--- src/rtl/uart_pkg.sv ---
// uart_pkg: shared FSM state encoding and parity-mode constants for the UART receiver
package uart_pkg;

    typedef enum logic [2:0] {IDLE, START, DATA, PARITY, STOP} state_t;

    localparam int PAR_NONE = 0;
    localparam int PAR_EVEN = 1;
    localparam int PAR_ODD  = 2;

endpackage

--- src/rtl/uart_bit_sampler.sv ---
// uart_bit_sampler: line synchroniser, falling-edge detect, bit timer and 3-sample majority vote
module uart_bit_sampler #(
    parameter int DIV = 12
) (
    input  logic clk,
    input  logic rst_n,
    input  logic serial,
    input  logic run,
    output logic fall,
    output logic vote,
    output logic vote_valid,
    output logic bit_end
);
    localparam int HALF = DIV / 2;
    localparam int CW   = $clog2(DIV);

    logic [2:0]    sync;
    logic [CW-1:0] cnt;
    logic [1:0]    smp;
    logic          line;

    assign line       = sync[1];
    assign fall       = sync[2] & ~sync[1];
    assign vote       = (smp[0] & smp[1]) | (smp[0] & line) | (smp[1] & line);
    assign vote_valid = run && cnt == CW'(HALF + 1);
    assign bit_end    = run && cnt == CW'(DIV - 1);

    // two synchroniser flops plus one history flop for edge detection, all idle-high after reset
    always_ff @(posedge clk)
        sync <= !rst_n ? 3'b111 : {sync[1:0], serial};

    // bit timer runs only while a frame is in progress and restarts from zero whenever idle
    always_ff @(posedge clk)
        cnt <= (!rst_n || !run || cnt == CW'(DIV - 1)) ? '0 : cnt + 1'b1;

    // hold the first two mid-bit samples; the third is the live synchronised line
    always_ff @(posedge clk) begin
        if (!rst_n) begin
            smp <= '0;
        end else begin
            if (cnt == CW'(HALF - 1)) smp[0] <= line;
            if (cnt == CW'(HALF))     smp[1] <= line;
        end
    end

endmodule

--- src/rtl/uart_rx_cfg.sv ---
// uart_rx_cfg: configurable UART receiver with majority-vote sampling and a one-word output register
module uart_rx_cfg
    import uart_pkg::*;
#(
    parameter int CLOCK_FREQ  = 50000000,
    parameter int BAUD_RATE   = 4000000,
    parameter int DATA_BITS   = 8,
    parameter int PARITY_MODE = 0,
    parameter int STOP_BITS   = 1
) (
    input  logic                 uart_clock,
    input  logic                 uart_reset,
    input  logic                 uart_d_in,
    output logic [DATA_BITS-1:0] uart_d_out,
    output logic                 uart_valid,
    input  logic                 uart_ready,
    output logic                 uart_parity_err,
    output logic                 uart_frame_err,
    output logic                 uart_overrun
);
    localparam int DIV = CLOCK_FREQ / BAUD_RATE;

    if (DIV < 4) begin : g_div_check
        $error("uart_rx_cfg: CLOCK_FREQ/BAUD_RATE must be at least 4");
    end
    if (DATA_BITS < 5 || DATA_BITS > 9) begin : g_bits_check
        $error("uart_rx_cfg: DATA_BITS must be 5..9");
    end
    if (STOP_BITS < 1 || STOP_BITS > 2) begin : g_stop_check
        $error("uart_rx_cfg: STOP_BITS must be 1 or 2");
    end

    state_t               state, next;
    logic                 fall, vote, vote_valid, bit_end, done;
    logic [3:0]           bit_idx;
    logic [DATA_BITS-1:0] shreg;
    logic                 par_bit, ferr_acc, par_x, perr_now;

    assign par_x    = ^{shreg, par_bit};
    assign perr_now = (PARITY_MODE == PAR_EVEN) ? par_x : (PARITY_MODE == PAR_ODD) ? ~par_x : 1'b0;

    uart_bit_sampler #(.DIV(DIV)) u_sampler (
        .clk        (uart_clock),
        .rst_n      (uart_reset),
        .serial     (uart_d_in),
        .run        (state != IDLE),
        .fall       (fall),
        .vote       (vote),
        .vote_valid (vote_valid),
        .bit_end    (bit_end)
    );

    // frame sequencing; completion fires at the vote of the last stop bit, not at its end
    always_comb begin
        next = state;
        done = 1'b0;
        case (state)
            IDLE:    next = fall ? START : IDLE;
            START:   next = (vote_valid && vote) ? IDLE : bit_end ? DATA : START;
            DATA:    next = (bit_end && bit_idx == 4'(DATA_BITS - 1))
                            ? ((PARITY_MODE != PAR_NONE) ? PARITY : STOP) : DATA;
            PARITY:  next = bit_end ? STOP : PARITY;
            STOP: begin
                done = vote_valid && bit_idx == 4'(STOP_BITS - 1);
                next = done ? IDLE : STOP;
            end
            default: next = IDLE;
        endcase
    end

    // state register
    always_ff @(posedge uart_clock)
        state <= !uart_reset ? IDLE : next;

    // bit index, LSB-first data shift, parity capture and stop-bit error accumulation
    always_ff @(posedge uart_clock) begin
        if (!uart_reset) begin
            bit_idx  <= '0;
            shreg    <= '0;
            par_bit  <= 1'b0;
            ferr_acc <= 1'b0;
        end else begin
            bit_idx  <= (next != state) ? '0
                      : (bit_end && (state == DATA || state == STOP)) ? bit_idx + 4'd1 : bit_idx;
            shreg    <= (state == DATA && vote_valid) ? {vote, shreg[DATA_BITS-1:1]} : shreg;
            par_bit  <= (state == PARITY && vote_valid) ? vote : par_bit;
            ferr_acc <= (state == START) ? 1'b0
                      : (state == STOP && vote_valid && !vote) ? 1'b1 : ferr_acc;
        end
    end

    // output register: load when empty or being drained, otherwise drop the word and flag overrun
    always_ff @(posedge uart_clock) begin
        if (!uart_reset) begin
            uart_d_out      <= '0;
            uart_valid      <= 1'b0;
            uart_parity_err <= 1'b0;
            uart_frame_err  <= 1'b0;
            uart_overrun    <= 1'b0;
        end else begin
            uart_overrun <= done && uart_valid && !uart_ready;
            if (done && (!uart_valid || uart_ready)) begin
                uart_d_out      <= shreg;
                uart_parity_err <= perr_now;
                uart_frame_err  <= ferr_acc | ~vote;
                uart_valid      <= 1'b1;
            end else if (uart_ready) begin
                uart_valid <= 1'b0;
            end
        end
    end

endmodule
--- config.mk ---
export PLATFORM = sky130hd
export DESIGN_NAME = uart_rx_cfg
export DESIGN_NICKNAME = d
export VERILOG_FILES = /design/src/rtl/uart_pkg.sv /design/src/rtl/uart_bit_sampler.sv /design/src/rtl/uart_rx_cfg.sv
export SDC_FILE = /design/constraint.sdc
export NUM_CORES = 1
export LEC_CHECK = 0
export ABC_AREA = 1
export CAP_MARGIN = 0
export CORE_ASPECT_RATIO = 1.4
export CORE_UTILIZATION = 50
export CTS_BUF_LIST = sky130_fd_sc_hd__clkbuf_8
export DETAILED_ROUTE_END_ITERATION = 8
export MAX_ROUTING_LAYER = met4
export PLACE_DENSITY = 0.74
export RECOVER_POWER = 50
export SYNTH_ARGS = -nofsm -noshare
export SYNTH_HDL_FRONTEND = slang
export SYNTH_HIERARCHICAL = 1
export SYNTH_SLANG_ARGS = --single-unit
--- constraint.sdc ---
create_clock -name uart_clock -period 1.5 [get_ports uart_clock]
set_input_delay 0.3 -clock uart_clock [delete_from_list [all_inputs] [get_ports uart_clock]]
set_output_delay 0.3 -clock uart_clock [all_outputs]
set_load 0.05 [all_outputs]
# --- Word level (Yosys, flattened, before mapping) ---
# Cells that the tools add are included.
word_totals:
  register_bits: 36
  input_bits: 4
  output_inout_bits: 12
  elab_cells: 71
op_classes:
  add_sub_neg: 2
  eq_ne: 10
  mux: 10
  n_bitwise: 10
  n_reduce_logical: 27
op_table:
  columns: ["cell", "count"]
  rows:
  - ["$eq 4x3->1 const B", 4]
  - ["$pmux 3 s5", 1]
  - ["$logic_and 1x1->1", 12]
  - ["$mux 3", 3]
  - ["$add 4x1->4 const B", 2]
  - ["$eq 3x2->1 const B", 2]
  - ["$logic_not 1->1", 5]
  - ["$and 1x1->1", 4]
  - ["$eq 4x4->1 const B", 1]
  - ["$logic_not 4->1", 1]
  - ["$logic_or 1x1->1", 4]
  - ["$mux 1", 4]
  - ["$mux 2", 2]
  - ["$reduce_or 2->1", 2]
  - ["$eq 3x1->1 const B", 1]
  - ["$eq 3x3->1 const B", 1]
  - ["$logic_not 3->1", 1]
  - ["$ne 3x3->1", 1]
  - ["$not 1->1", 3]
  - ["$or 1x1->1", 3]
  - ["$reduce_bool 3->1", 1]
  - ["$reduce_bool 2->1", 1]

# --- Longest topological paths before layout ---
logic_depth:
  ltp_word: 8
  ltp_mapped: 12
  ltp_nobuf: 11

# --- Hierarchy ---
# The synthesis kept the hierarchy.
modules_own_cells:
  columns: ["module", "instances", "cells_each", "area_each_um2", "seq_area_each_um2"]
  rows:
  - ["uart_rx_cfg", 1, 161, 1237.4, 540.5]
  - ["uart_bit_sampler", 1, 54, 440.4, 180.2]

# --- Worst setup path before layout ---
# OpenSTA, ideal clock, no wires.
synth_path:
  path_kind: "reg2reg"
  from: "reg u_sampler.cnt[0]"
  to: "reg uart_frame_err"
  setup_time_ns: 0.119
  arrival_time_ns: 1.528
  required_time_ns: 1.381
  slack_ns: -0.147
  stages_incl_launch_ff: 9
  path_buffers: 0
  synth_period_minus_slack_ns: 1.647
  path_cell_list: "dfxtp_1 > ha_1 > nand3_1 > nor2_1 > nand3_1 > nor2_4 > nand2_2 > nor3_2 > nor3_2"
synth_via:
  elab_chain_len: 5
synth_rtl:
  columns: ["element", "line_no", "text"]
  rows:
  - ["start, declared", "uart_bit_sampler.sv:18", "logic [CW-1:0] cnt;"]
  - ["start signal, assigned", "uart_bit_sampler.sv:34", "cnt <= (!rst_n || !run || cnt == CW'(DIV - 1)) ? '0 : cnt + 1'b1;"]
  - ["$eq 4x3->1", "uart_bit_sampler.sv:25", "assign vote_valid = run && cnt == CW'(HALF + 1);"]
  - ["$logic_and 1x1->1", "uart_bit_sampler.sv:25", null]
  - ["net vote_valid", "uart_rx_cfg.sv:34", "logic fall, vote, vote_valid, bit_end, done;"]
  - ["$logic_and 1x1->1", "uart_rx_cfg.sv:64", "done = vote_valid && bit_idx == 4'(STOP_BITS - 1);"]
  - ["$mux 1", "uart_rx_cfg.sv:57", "case (state)"]
  - ["$logic_and 1x1->1", "uart_rx_cfg.sv:102", "if (done && (!uart_valid || uart_ready)) begin"]
  - ["end signal, assigned", "uart_rx_cfg.sv:105", "uart_frame_err <= ferr_acc | ~vote;"]
  - ["end, declared", "uart_rx_cfg.sv:18", "output logic uart_frame_err,"]
# The timed path passes the listed nets, and every way through them passes these cells.
# A chain may end at the register's enable or synchronous reset.

# --- Worst setup path after layout ---
layout_path:
  from: "reg u_sampler.cnt[0]"
  to: "reg uart_d_out[7]"
layout_via:
  elab_chain_len: 5
layout_rtl:
  columns: ["element", "line_no", "text"]
  rows:
  - ["$eq 4x3->1", "uart_bit_sampler.sv:25", null]
  - ["$logic_and 1x1->1", "uart_bit_sampler.sv:25", null]
  - ["net vote_valid", "uart_rx_cfg.sv:34", null]
  - ["$logic_and 1x1->1", "uart_rx_cfg.sv:64", null]
  - ["$mux 1", "uart_rx_cfg.sv:57", null]
  - ["$logic_and 1x1->1", "uart_rx_cfg.sv:102", null]
  - ["end signal, assigned", "uart_rx_cfg.sv:103", "uart_d_out <= shreg;"]
  - ["end, declared", "uart_rx_cfg.sv:14", "output logic [DATA_BITS-1:0] uart_d_out,"]
# The timed path passes the listed nets, and every way through them passes these cells.

==> impl_metrics.tcl <==
set metrics [dict create \
    grt_max_degree 13 \
    routed_wl_mm 4.26 \
    swShare_pct 20.4 \
    use_met1_pct 22.4 \
    power.density_mw_per_mm2 820 \
    clk_pin_slew_ns 0.07 \
    cp.required_ns 1.72 \
    top_usage_layer "met2" \
    clkLatencyLatePin_ns 0.29 \
    synth_fa_ha_area_share_pct 3.73 \
    routabilityCongestion 0.841 \
    crit_type "reg -> reg" \
    fin_nets 271 \
    start_util_pct 53.2 \
    ys_seq_area_share_pct 43.0 \
    final_cells 302 \
    die_area_mm2 0.00359 \
    ys_warn_count 6 \
    cts_tree "built" \
    place_area_mm2 0.00213 \
    cts-root-buf "clkbuf_8" \
    use_met3_pct 5.38 \
    status "complete, but fails checks" \
    r2r_slack_ns -0.13 \
    grt_use_met2_pct 44.2 \
    routedWlPerCell_um 14.1 \
    violations "negative setup slack" \
    synth-xor-area-share_pct 2.09 \
    pwr-share-comb_pct 4.4 \
    final.setup.worst_slack_ns -0.125 \
    final_layout_size_suffix_gt1_share_pct 41.1 \
    layout_common_cells "dfxtp_1, nor2_1, buf_4" \
    area_growth_pct 44.5 \
    ant_nets 0 \
    gr-total-overflow 0 \
    ios 16 \
    drc 0 \
    die_w_um 51.0 \
    period_share_pct 108 \
    finalSetupViolCount 15 \
    hold_path_depth 2 \
    hp-class "reg -> reg" \
    numCtsBuffers 5 \
    vias 1543 \
    dp.cells 284 \
    h-tree-depth 2 \
    fin_area_mm2 0.00242 \
    fin_hold_ws_ns 0.406 \
    grt_pass1_vias 1494 \
    io_buffers 14 \
    power_frac_clock_pct 47.1 \
    synthSimpleGateAreaFrac_pct 32.0 \
    synthMuxAreaShare_pct 0 \
    skew_ns 0.00725 \
    worst_pin_slew_ns 0.504 \
    synth_area_per_cell_um2 7.80 \
    arrival_ns 1.84 \
    p_sw_uw 405 \
    rsz0062_at_grt "yes" \
    synth-seq-cells 36 \
    viasPerCell 5.11 \
    min_from "u_sampler/sync[0]" \
    std_cell_rows 24 \
    antenna_cells 0 \
    p_seq_share_pct 48.6 \
    finalHoldViolCount 0 \
    cts_sinks 36 \
    synth_area_mm2 0.00168 \
    synthCells 215 \
    syn_nets 224 \
    hpwl_mm 2.69 \
    power_leakage_nw 1.06 \
    cp-start-kind "flop" \
    hold_end "u_sampler/sync[1]" \
    internal-power_mw 1.58 \
    finalCriticalPeriod_ns 1.63 \
    dieHeight_um 70.5 \
    ir_drop_mv 0.873 \
    drt-initial-drc-count 51 \
    relSlewSlack_pct 66.3 \
    layout_commonest_cell "dfxtp_1" \
    path_max_fanout 5 \
    grt_usage_pct 23.8 \
    grt_pass1_wl_mm 6.19 \
    fin_util_pct 76.9 \
    slew_violations 0 \
    first_pass_iters 4 \
    coreArea_mm2 0.00315 \
    fmax_mhz 615 \
    finalPower_mw 1.99 \
    clk_path_buf_depth 2 \
    ys_types 32 \
    r2r_cells 9 \
    synth_top_family_by_area "simple AND/OR/NAND/NOR gates" \
    cp-end-kind "flop" \
    worstReg2RegStart "u_sampler/cnt[0]" \
    maxCapViolCount 0 \
    rr_endpoint "uart_d_out[7]" \
    antenna_found_initial 0 \
    synth_compound_area_share_pct 9.17 \
]
## synth_stat cells, drive strengths merged
cell	n	area (um2)
dfxtp	36	721
nand4	1	6.26
xnor2	2	17.5
xor2	2	17.5
conb	1	3.75
nand3	24	165
nor2	38	168
a21oi	13	72.6
clkinv	1	5.00
nand2	36	150
o21ai	12	60.1
o211ai	1	7.51
a211oi	1	7.51
ha	5	62.6
nor3	5	40.0
nor3b	1	7.51
buf	4	37.5
a31oi	1	6.26
clkbuf	3	15.0
inv	28	108
## power groups by stage
| stage | clock network (mW) | registers, mW | logic, mW |
|---|---|---|---|
| 5_1_grt | 0.994 | 0.966 | 0.0960 |
| 3_5_place_dp | 0 | 0.987 | 0.0785 |
| 4_1_cts | 0.943 | 0.965 | 0.0800 |
| 6_report | 0.936 | 0.966 | 0.0872 |
| 3_3_place_gp | 0 | 0.987 | 0.0771 |
| 2_1_floorplan | 0 | 0.988 | 0.0453 |
## critical path, cell delays in order, from the launching register on
cell and delay, ns:
dfxtp_2 0.36, ha_4 0.17, nand3_4 0.08, nor2_4 0.15
buf_6 0.13, nand3_4 0.07, nor2_4 0.14, buf_6 0.14
nand3_1 0.11, a21oi_1 0.20
## sequential cells by signal (all words and copies together) (netlist names)
register and count:
u_sampler/sync 3, ferr_acc 1, shreg 8, u_sampler/smp 2, state 3, bit_idx 4
uart_frame_err 1, uart_d_out 8, uart_valid 1, uart_overrun 1, u_sampler/cnt 4
## area by class of cell
class / count / area [um2]
fill: 223 / 728
timing repair buffer: 46 / 435
sequential: 36 / 727
clock inverter: 1 / 30.0
inverter: 29 / 118
multi-input combinational: 144 / 970
tap: 39 / 48.8
clock buffer: 7 / 96.3
## timing repair
item,4_1_cts,5_1_grt
hold buffers,0,0
cloned,0,2
setup endpoints to repair,15,18
buffers inserted,2,6
gates resized for setup,9,40
pin swaps,3,11
## how the worst max path moves through the flow
| stage | startpoint | end | slack (ns) |
|---|---|---|---|
| 3_5_place_dp | u_sampler/cnt[1] | uart_d_out[6] | -0.12 |
| 5_1_grt | u_sampler/cnt[0] | uart_d_out[7] | -0.21 |
| 3_3_place_gp | u_sampler/cnt[1] | bit_idx[3] | -0.04 |
| 6_report | u_sampler/cnt[0] | uart_d_out[7] | -0.13 |
| 2_1_floorplan | u_sampler/cnt[0] | uart_frame_err | -0.01 |
| 4_1_cts | u_sampler/cnt[1] | bit_idx[2] | -0.03 |
## metrics by stage
| step | setup WS (ns) | TNS [ns] |
|---|---|---|
| finish | -0.125 | -0.907 |
| global placement | -0.0406 | -0.151 |
| detailed placement | -0.121 | -0.661 |
| floorplan | -0.0136 | -0.0136 |
| CTS | -0.0316 | -0.0986 |
| global route | -0.208 | -2.50 |
## metal layers
layer	share of wire (%)	vias to the layer above
met5	0	-
met4	2.4	0
met2	56	37
met1	39	716
li1	-	780
met3	3.0	10
## cells by family after synthesis
family / count (synthesis)
buf+inv: 36
fa+ha+maj: 5
flops: 36
xor+xnor: 4
other cells: 1
compound gates: 28
simple gates: 105
Power figures use the tool's default switching activity.
